[config.mk]
export PLATFORM = sky130hd
export DESIGN_NAME = xml_lang_dispatch_flat
export DESIGN_NICKNAME = d
export VERILOG_FILES = /design/src/rtl/xml_lang_dispatch_pkg.sv /design/src/rtl/xml_lang_dispatch_if.sv /design/src/rtl/xml_lang_ptr_fifo.sv /design/src/rtl/xml_lang_dispatch.sv /design/src/flat_wrapper.sv
export SDC_FILE = /design/constraint.sdc
export NUM_CORES = 1
export LEC_CHECK = 0
export ABC_CLOCK_PERIOD_IN_PS = 3300
export CAP_MARGIN = 20
export CORE_MARGIN = 5
export CORE_UTILIZATION = 40
export DETAILED_ROUTE_END_ITERATION = 7
export GPL_TIMING_DRIVEN = 0
export MAX_ROUTING_LAYER = met4
export PLACE_DENSITY = 0.69
export RECOVER_POWER = 25
export SYNTH_ARGS = -nofsm -noshare
export SYNTH_HDL_FRONTEND = slang
export SYNTH_SLANG_ARGS = --single-unit
[constraint.sdc]
create_clock -name clock -period 3.3 [get_ports clock]
set_input_delay 0.66 -clock clock [delete_from_list [all_inputs] [get_ports clock]]
set_output_delay 0.66 -clock clock [all_outputs]
set_load 0.02 [all_outputs]
[src/rtl/xml_lang_dispatch_pkg.sv]
// Shared types and defaults for the xmlCheckLanguageID call sequencer.
package xml_lang_pkg;

  localparam int unsigned PTR_W_DEF = 64;
  localparam int unsigned RES_W_DEF = 32;
  localparam int unsigned STAT_W    = 32;

  typedef enum logic [1:0] {
    RUN,
    DRAIN,
    ACK
  } state_t;

endpackage

[src/rtl/xml_lang_dispatch_if.sv]
// Request / component-call / response / flush signal bundle for xml_lang_dispatch.
interface xml_lang_dispatch_if #(
  parameter int unsigned PTR_W = xml_lang_pkg::PTR_W_DEF,
  parameter int unsigned RES_W = xml_lang_pkg::RES_W_DEF
);

  logic             req_valid;
  logic             req_ready;
  logic [PTR_W-1:0] req_ptr;
  logic             comp_start;
  logic             comp_busy;
  logic [PTR_W-1:0] comp_lang;
  logic             comp_done;
  logic             comp_stall;
  logic [RES_W-1:0] comp_result;
  logic             rsp_valid;
  logic             rsp_ready;
  logic [RES_W-1:0] rsp_data;
  logic [PTR_W-1:0] rsp_ptr;
  logic             flush_req;
  logic             flush_ack;
  logic             err;

  // Environment side: request source, component model, response sink.
  modport master (
    output req_valid, req_ptr, comp_busy, comp_done, comp_result, rsp_ready, flush_req,
    input  req_ready, comp_start, comp_lang, comp_stall, rsp_valid, rsp_data, rsp_ptr,
           flush_ack, err
  );

  modport slave (
    input  req_valid, req_ptr, comp_busy, comp_done, comp_result, rsp_ready, flush_req,
    output req_ready, comp_start, comp_lang, comp_stall, rsp_valid, rsp_data, rsp_ptr,
           flush_ack, err
  );

endinterface

[src/rtl/xml_lang_ptr_fifo.sv]
// In-order pointer FIFO; indices carry one extra wrap bit so full/empty need no counter.
module xml_lang_ptr_fifo #(
  parameter int unsigned DEPTH = 4,
  parameter int unsigned W     = 64
) (
  input  logic                     clock,
  input  logic                     resetn,
  input  logic                     push,
  input  logic                     pop,
  input  logic [W-1:0]             din,
  output logic [W-1:0]             head,
  output logic                     full,
  output logic                     empty,
  output logic [$clog2(DEPTH):0]   count
);

  localparam int unsigned AW = $clog2(DEPTH);

  logic [W-1:0] mem [DEPTH];
  logic [AW:0]  wr_idx;
  logic [AW:0]  rd_idx;
  logic         do_push;
  logic         do_pop;

  assign empty   = (wr_idx == rd_idx);
  assign full    = ((wr_idx ^ rd_idx) == {1'b1, {AW{1'b0}}});
  assign count   = wr_idx - rd_idx;
  assign head    = mem[rd_idx[AW-1:0]];
  assign do_pop  = pop && !empty;
  // A push while full is only safe when the head leaves in the same cycle.
  assign do_push = push && (!full || do_pop);

  always_ff @(posedge clock or negedge resetn) begin
    if (!resetn) begin
      wr_idx <= '0;
      rd_idx <= '0;
    end else begin
      if (do_push) wr_idx <= wr_idx + 1'b1;
      if (do_pop)  rd_idx <= rd_idx + 1'b1;
    end
  end

  always_ff @(posedge clock) begin
    if (do_push) mem[wr_idx[AW-1:0]] <= din;
  end

endmodule

[src/rtl/xml_lang_dispatch.sv]
// Call sequencer for xmlCheckLanguageID: issues calls, tags results with their pointer, drains on flush.
// Define XML_LANG_DISPATCH_STATS_EN to add the stat_calls / stat_valid counters.
module xml_lang_dispatch
  import xml_lang_pkg::*;
#(
  parameter int unsigned DEPTH = 4,
  parameter int unsigned PTR_W = PTR_W_DEF,
  parameter int unsigned RES_W = RES_W_DEF
) (
  input  logic                clock,
  input  logic                resetn,
  xml_lang_dispatch_if.slave  bus
`ifdef XML_LANG_DISPATCH_STATS_EN
  ,
  output logic [STAT_W-1:0]   stat_calls,
  output logic [STAT_W-1:0]   stat_valid
`endif
);

  state_t state;
  state_t state_next;

  logic                    issue_en;
  logic                    can_issue;
  logic                    accept;
  logic                    capture;
  logic                    stall;
  logic [PTR_W-1:0]        head;
  logic                    fifo_full;
  logic                    fifo_empty;
  logic [$clog2(DEPTH):0]  inflight;
  logic                    rsp_valid;
  logic [RES_W-1:0]        rsp_data;
  logic [PTR_W-1:0]        rsp_ptr;
  logic                    err;
  logic                    flush_ack;

  xml_lang_ptr_fifo #(
    .DEPTH (DEPTH),
    .W     (PTR_W)
  ) u_fifo (
    .clock  (clock),
    .resetn (resetn),
    .push   (accept),
    .pop    (capture),
    .din    (bus.req_ptr),
    .head   (head),
    .full   (fifo_full),
    .empty  (fifo_empty),
    .count  (inflight)
  );

  // Issue path; gating with resetn keeps the handshake outputs low while reset is held.
  assign can_issue      = issue_en && !fifo_full && resetn;
  assign bus.comp_lang  = bus.req_ptr;
  assign bus.comp_start = bus.req_valid && can_issue;
  assign bus.req_ready  = can_issue && !bus.comp_busy;
  assign accept         = bus.req_valid && bus.req_ready;

  assign stall          = rsp_valid && !bus.rsp_ready;
  assign bus.comp_stall = stall;
  assign capture        = bus.comp_done && !stall;

  always_ff @(posedge clock or negedge resetn) begin
    if (!resetn) state <= RUN;
    else         state <= state_next;
  end

  always_comb begin
    state_next = state;
    unique case (state)
      RUN:     if (bus.flush_req) state_next = DRAIN;
      DRAIN:   if (inflight == '0 && !rsp_valid) state_next = ACK;
      ACK:     state_next = RUN;
      default: state_next = RUN;
    endcase
  end

  always_comb begin
    issue_en  = (state == RUN);
    flush_ack = (state == ACK);
  end

  // A capture with nothing outstanding is still delivered, tagged with a null pointer.
  always_ff @(posedge clock or negedge resetn) begin
    if (!resetn) begin
      rsp_valid <= 1'b0;
      rsp_data  <= '0;
      rsp_ptr   <= '0;
      err       <= 1'b0;
    end else if (capture) begin
      rsp_valid <= 1'b1;
      rsp_data  <= bus.comp_result;
      rsp_ptr   <= fifo_empty ? '0 : head;
      if (fifo_empty) err <= 1'b1;
    end else if (bus.rsp_ready) begin
      rsp_valid <= 1'b0;
    end
  end

  assign bus.rsp_valid = rsp_valid;
  assign bus.rsp_data  = rsp_data;
  assign bus.rsp_ptr   = rsp_ptr;
  assign bus.err       = err;
  assign bus.flush_ack = flush_ack;

`ifdef XML_LANG_DISPATCH_STATS_EN
  always_ff @(posedge clock or negedge resetn) begin
    if (!resetn) begin
      stat_calls <= '0;
      stat_valid <= '0;
    end else begin
      if (accept) stat_calls <= stat_calls + 1'b1;
      if (capture && bus.comp_result != '0) stat_valid <= stat_valid + 1'b1;
    end
  end
`endif

endmodule

[src/flat_wrapper.sv]
// flat-port wrapper written by rule: the top's interface ports become plain ports
module xml_lang_dispatch_flat import xml_lang_pkg::*;
#(
  parameter int unsigned DEPTH = 4,
  parameter int unsigned PTR_W = PTR_W_DEF,
  parameter int unsigned RES_W = RES_W_DEF
)
  (clock, resetn, bus_req_valid, bus_req_ptr, bus_comp_busy, bus_comp_done, bus_comp_result, bus_rsp_ready, bus_flush_req, bus_req_ready, bus_comp_start, bus_comp_lang, bus_comp_stall, bus_rsp_valid, bus_rsp_data, bus_rsp_ptr, bus_flush_ack, bus_err);
  xml_lang_dispatch_if #(.PTR_W(PTR_W), .RES_W(RES_W)) bus_i ();
  input  logic clock;
  input  logic resetn;
  input wire logic [$bits(bus_i.req_valid)-1:0] bus_req_valid;
  input wire logic [$bits(bus_i.req_ptr)-1:0] bus_req_ptr;
  input wire logic [$bits(bus_i.comp_busy)-1:0] bus_comp_busy;
  input wire logic [$bits(bus_i.comp_done)-1:0] bus_comp_done;
  input wire logic [$bits(bus_i.comp_result)-1:0] bus_comp_result;
  input wire logic [$bits(bus_i.rsp_ready)-1:0] bus_rsp_ready;
  input wire logic [$bits(bus_i.flush_req)-1:0] bus_flush_req;
  output wire logic [$bits(bus_i.req_ready)-1:0] bus_req_ready;
  output wire logic [$bits(bus_i.comp_start)-1:0] bus_comp_start;
  output wire logic [$bits(bus_i.comp_lang)-1:0] bus_comp_lang;
  output wire logic [$bits(bus_i.comp_stall)-1:0] bus_comp_stall;
  output wire logic [$bits(bus_i.rsp_valid)-1:0] bus_rsp_valid;
  output wire logic [$bits(bus_i.rsp_data)-1:0] bus_rsp_data;
  output wire logic [$bits(bus_i.rsp_ptr)-1:0] bus_rsp_ptr;
  output wire logic [$bits(bus_i.flush_ack)-1:0] bus_flush_ack;
  output wire logic [$bits(bus_i.err)-1:0] bus_err;
  assign bus_i.req_valid = bus_req_valid;
  assign bus_i.req_ptr = bus_req_ptr;
  assign bus_i.comp_busy = bus_comp_busy;
  assign bus_i.comp_done = bus_comp_done;
  assign bus_i.comp_result = bus_comp_result;
  assign bus_i.rsp_ready = bus_rsp_ready;
  assign bus_i.flush_req = bus_flush_req;
  assign bus_req_ready = bus_i.req_ready;
  assign bus_comp_start = bus_i.comp_start;
  assign bus_comp_lang = bus_i.comp_lang;
  assign bus_comp_stall = bus_i.comp_stall;
  assign bus_rsp_valid = bus_i.rsp_valid;
  assign bus_rsp_data = bus_i.rsp_data;
  assign bus_rsp_ptr = bus_i.rsp_ptr;
  assign bus_flush_ack = bus_i.flush_ack;
  assign bus_err = bus_i.err;
  xml_lang_dispatch #(.DEPTH(DEPTH), .PTR_W(PTR_W), .RES_W(RES_W)) u_core (.clock(clock), .resetn(resetn), .bus(bus_i));
endmodule
==> impl_summary.log <==
[metrics] post-synthesis to final-layout area growth: 33.9%
[metrics] number of buffers created by CTS: 39
[metrics] CP Data Arrival Time: 2.18 ns
[metrics] worst setup slack for register-to-register paths: 0.64 ns
[metrics] violated checks: max-capacitance violations, max-slew violations
[metrics] initial cell density of the core: 40.7%
[metrics] post-detailed-route via-to-cell ratio: about 5.0
[metrics] I/O Buffers: approximately 270
[metrics] switching part of the total: 28.2%
[metrics] Final Routed Wirelength: between 30000 and 40000 µm
[metrics] cell area power density: 779 nW/µm²
[metrics] critical path endpoint: bus_comp_start
[metrics] Wirelength per Cell: ~21 µm
[metrics] Post-Synthesis Cells: 664
[metrics] number of antenna violations at the first check in global routing: 0
[metrics] final critical-path required period: about 2.8 ns
[metrics] setup repair after global routing missed its margin: no
[metrics] clock-pin slew on the worst setup and hold paths: 0.06 ns
[metrics] Max Transition Viols Final: 66
[metrics] final-stage net count: 1087
[metrics] die span in y: 195 µm
[metrics] cell chain of the critical path: buf_12 > inv_1 > ha_1 > nand2_1 > o211a_1 > and2_1 > dlymetal6s2s_1
[metrics] instance count after placement with tap cells included: 1385
[metrics] TritonCTS clock tree: yes
[metrics] power after layout: 0.0143 W
[metrics] CP startpoint kind: flop
[metrics] Max Clock Skew: 0.0141 ns
[metrics] Area after DPL: 17100 µm²
[metrics] outcome: finished, violations left
[metrics] Yosys Warn Count: 0
[metrics] distinct cell type count after synthesis: 30
[metrics] area of the die: 38100 µm²
[metrics] critical setup path kind: flop to output pin
[metrics] number of global-route vias before repair: 7914
[metrics] CP top delay family: buffers and inverters
[metrics] maximum cell stage delay along the critical path: about 0.43 ns
[metrics] largest voltage drop on the vdd net: 0.586 mV
[metrics] source-to-sink clock delay at the later pin of the worst-skew pair: slightly above 0.5 ns
[metrics] worst path buffer plus inverter count: 3
[metrics] Pint: 0.0103 W
[metrics] slowest stage cell on the critical path: sky130_fd_sc_hd__dfrtp_2
[metrics] # diodes: 0
[metrics] Clock Path Buffers: 3
[metrics] post-detail-place hpwl: slightly below 20000 µm
[metrics] post-route cell area: around 18000 µm²
[metrics] gpl congestion: 0.762
[metrics] highest clock frequency the design can meet: around 350 MHz
[metrics] syn_area_per_cell: 20.7 µm²
[metrics] biggest fanout along the worst timing path: 19
[metrics] final critical-path share of the clock period: a little under nine tenths
[metrics] worst slew margin relative to its limit: -23.6%
[metrics] Placeable Area: 33700 µm²
[metrics] register bit total from synthesis: 362
[metrics] count of maximum capacitance violations: 1
[metrics] sum of overflow across all layers after global routing: 0
[metrics] Final Instance Count excl. Fillers: 1455
[metrics] post-synthesis net count: 774
[metrics] Chip Width: around 200 µm
[metrics] total number of vias: 7215
[metrics] top-level I/O count: 269
[metrics] post-route worst hold slack: just over 0.08 ns
[metrics] drt first pass iters: 4
[metrics] Clock power frac: a little under a third
[metrics] HP Class: primary input to asynchronous set/reset pin
[metrics] GRT Total Usage: 16.2%
[metrics] power dissipated by switching net loads: 0.00404 W
[metrics] path depth of the worst reg2reg path: 7
[metrics] Leakage Power: a little under 7 nW
[metrics] part of the total power dissipated in sequential elements: 40.3%
[metrics] cell count along the critical path: 7
[metrics] final setup fails: 0
[metrics] worst slew pin tran: 1.85 ns
[metrics] largest net degree at the start of global routing: 66
[metrics] number of sinks handled by clock tree synthesis: 362
[metrics] initial drt markers: 345
[metrics] antenna-violating nets left: 0
[metrics] level count of the clock H-tree: 2
[metrics] Residual DRC: 0
[metrics] Crit. Startpoint: u_core.u_fifo.rd_idx[1]
[metrics] wire length of the first global-routing pass: ~47000 µm
[metrics] cell at the root of the clock tree: sky130_fd_sc_hd__clkbuf_16
[metrics] CP endpoint kind: output pin
[metrics] critical register-to-register path endpoint: u_core.u_fifo.mem[0][46]
[metrics] proportion of synthesized chip area in sequential cells: 75.3%
[metrics] required time of the critical path: 2.64 ns
[metrics] setup TNS after final layout: 0 ns
[metrics] std cell rows: 67
[metrics] final count of hold timing violations: 0
[metrics] post-synthesis cell area: 13700 µm²
[metrics] worst reg2reg startpoint: u_core.u_fifo.rd_idx[1]
[metrics] share of layout cells above drive strength 1: 24.9%
[metrics] part of the total power dissipated in combinational logic: between 20% and 30%
## cell families (layout without fill, tap and decap cells)
group | after synthesis | count (layout) | synth area share [%]
AO/OA/AOI/OAI | 71 | 71 | 4.59
adder cells (fa/ha/maj) | 7 | 7 | 0.638
multiplexers | 98 | 98 | 13.3
flip-flops | 362 | 362 | 75.3
AND/OR/NAND/NOR | 18 | 18 | 0.766
XOR/XNOR | 6 | 6 | 0.438
buffers and inverters | 102 | 445 | 4.97
## worst reg2reg max path: cells and delay by family, from the launching register on
kind / cells / cell delay, ns
and+or+nand+nor: 2 / 0.67
adders and majority gates: 1 / 0.28
buffers and inverters: 3 / 0.58
DFF: 1 / 0.43
AOI/OAI and AO/OA: 1 / 0.34
## synth_stat cells
| cell | instances | area share, % |
|---|---|---|
| sky130_fd_sc_hd__edfxtp_1 | 256 | 56 |
| sky130_fd_sc_hd__a211oi_2 | 1 | 0.091 |
| sky130_fd_sc_hd__and2_1 | 5 | 0.23 |
| sky130_fd_sc_hd__mux4_2 | 64 | 10 |
| sky130_fd_sc_hd__o211ai_1 | 1 | 0.055 |
| sky130_fd_sc_hd__nor2_1 | 3 | 0.082 |
| sky130_fd_sc_hd__and4b_1 | 1 | 0.073 |
| sky130_fd_sc_hd__buf_2 | 11 | 0.40 |
| sky130_fd_sc_hd__ha_1 | 7 | 0.64 |
| sky130_fd_sc_hd__nor4bb_1 | 1 | 0.073 |
| sky130_fd_sc_hd__dfrtp_1 | 106 | 19 |
| sky130_fd_sc_hd__nand2_1 | 3 | 0.082 |
| sky130_fd_sc_hd__a41o_1 | 1 | 0.073 |
| sky130_fd_sc_hd__o211a_1 | 1 | 0.073 |
| sky130_fd_sc_hd__nand2b_1 | 2 | 0.091 |
| sky130_fd_sc_hd__xor2_1 | 2 | 0.13 |
| sky130_fd_sc_hd__buf_6 | 4 | 0.33 |
| sky130_fd_sc_hd__buf_1 | 1 | 0.027 |
| sky130_fd_sc_hd__mux2_2 | 33 | 2.7 |
| sky130_fd_sc_hd__xnor2_1 | 3 | 0.19 |
| sky130_fd_sc_hd__inv_1 | 7 | 0.19 |
| sky130_fd_sc_hd__a311oi_1 | 1 | 0.064 |
| sky130_fd_sc_hd__nor2b_1 | 3 | 0.14 |
| sky130_fd_sc_hd__mux2_1 | 1 | 0.082 |
| sky130_fd_sc_hd__xnor2_2 | 1 | 0.12 |
| sky130_fd_sc_hd__a22o_1 | 64 | 4.1 |
| sky130_fd_sc_hd__buf_4 | 68 | 3.7 |
| sky130_fd_sc_hd__a2111oi_1 | 1 | 0.073 |
| sky130_fd_sc_hd__o2111a_1 | 1 | 0.082 |
| sky130_fd_sc_hd__clkbuf_1 | 11 | 0.30 |
## registers in the layout (all words and copies together), names as in the netlist
signal and flops:
u_core.u_fifo.mem 256, u_core.bus.rsp_ptr 64, u_core.bus.rsp_data 32, u_core.u_fifo.rd_idx 3, u_core.u_fifo.wr_idx 3, u_core.state 2
u_core.bus.err 1, u_core.bus.rsp_valid 1
## power by group through the flow
stage / logic [W] / registers [W] / clock network, W
detailed placement: 0.00433 / 0.00585 / 0
CTS: 0.00435 / 0.00578 / 0.00444
floorplan: 0.00194 / 0.00637 / 0
global placement: 0.00428 / 0.00584 / 0
finish: 0.00423 / 0.00577 / 0.00433
global route: 0.00457 / 0.00584 / 0.00466
## metrics by stage
stage	setup WS (ns)	util (%)
floorplan	0.133	-
global placement	-5.46	50.4
detailed placement	-0.238	50.7
CTS	0.00253	54.6
global route	0.316	54.6
finish	0.456	54.6
## worst min path at each step
stage                                         to  depth (start not counted)      startpoint  slack (ns)
after floorplan                   u_core.bus.err                          0          resetn        0.36
after global placement            u_core.bus.err                          1  u_core.bus.err        0.46
after detailed placement          u_core.bus.err                          1  u_core.bus.err        0.47
after CTS                 u_core.bus.rsp_data[8]                          1          resetn        0.09
after global routing      u_core.bus.rsp_data[8]                          1          resetn        0.09
final                     u_core.bus.rsp_data[8]                          1          resetn        0.08
## layout make-up
cell class                      instances  area, µm²
Buffer                                 94        667
Clock buffer                           56       1140
Clock inverter                         15        156
Fill cell                            2665      15300
Inverter                                7       28.8
Multi-Input combinational cell        200       2720
Sequential cell                       362      10300
Tap cell                              448        561
Timing Repair Buffer                  273       2770
## per-layer routing
metal | global-route usage, % | vias to the layer above | wire length (µm)
li1 | - | 3224 | -
met1 | 21.0 | 3686 | 12700
met2 | 26.3 | 264 | 14700
met3 | 4.43 | 41 | 2190
met4 | 2.92 | 0 | 458
met5 | - | - | 0
## cell usage in the layout, fill, tap and decap left out, types with 4 or more instances in the layout
cell / instances
sky130_fd_sc_hd__inv_1: 6
sky130_fd_sc_hd__clkdlybuf4s50_1: 234
sky130_fd_sc_hd__clkinv_2: 6
sky130_fd_sc_hd__edfxtp_1: 256
sky130_fd_sc_hd__mux2_2: 33
sky130_fd_sc_hd__clkbuf_1: 21
sky130_fd_sc_hd__clkbuf_8: 4
sky130_fd_sc_hd__buf_4: 68
sky130_fd_sc_hd__buf_2: 10
sky130_fd_sc_hd__ha_1: 7
sky130_fd_sc_hd__dlygate4sd3_1: 31
sky130_fd_sc_hd__clkbuf_16: 42
sky130_fd_sc_hd__a22o_1: 64
sky130_fd_sc_hd__buf_12: 5
sky130_fd_sc_hd__dfrtp_1: 105
sky130_fd_sc_hd__buf_6: 5
sky130_fd_sc_hd__mux4_2: 64
## what timing repair did
| action | 4_1_cts | 5_1_grt |
|---|---|---|
| hold buffers | 0 | 0 |
| endpoints found under the hold margin | 0 | 0 |
| buffers inserted | 0 | 0 |
| resized for setup | 4 | 3 |
| endpoints found under the setup margin | 104 | 2 |
| pin swaps | 0 | 0 |
(Power assumes the default switching activity.)
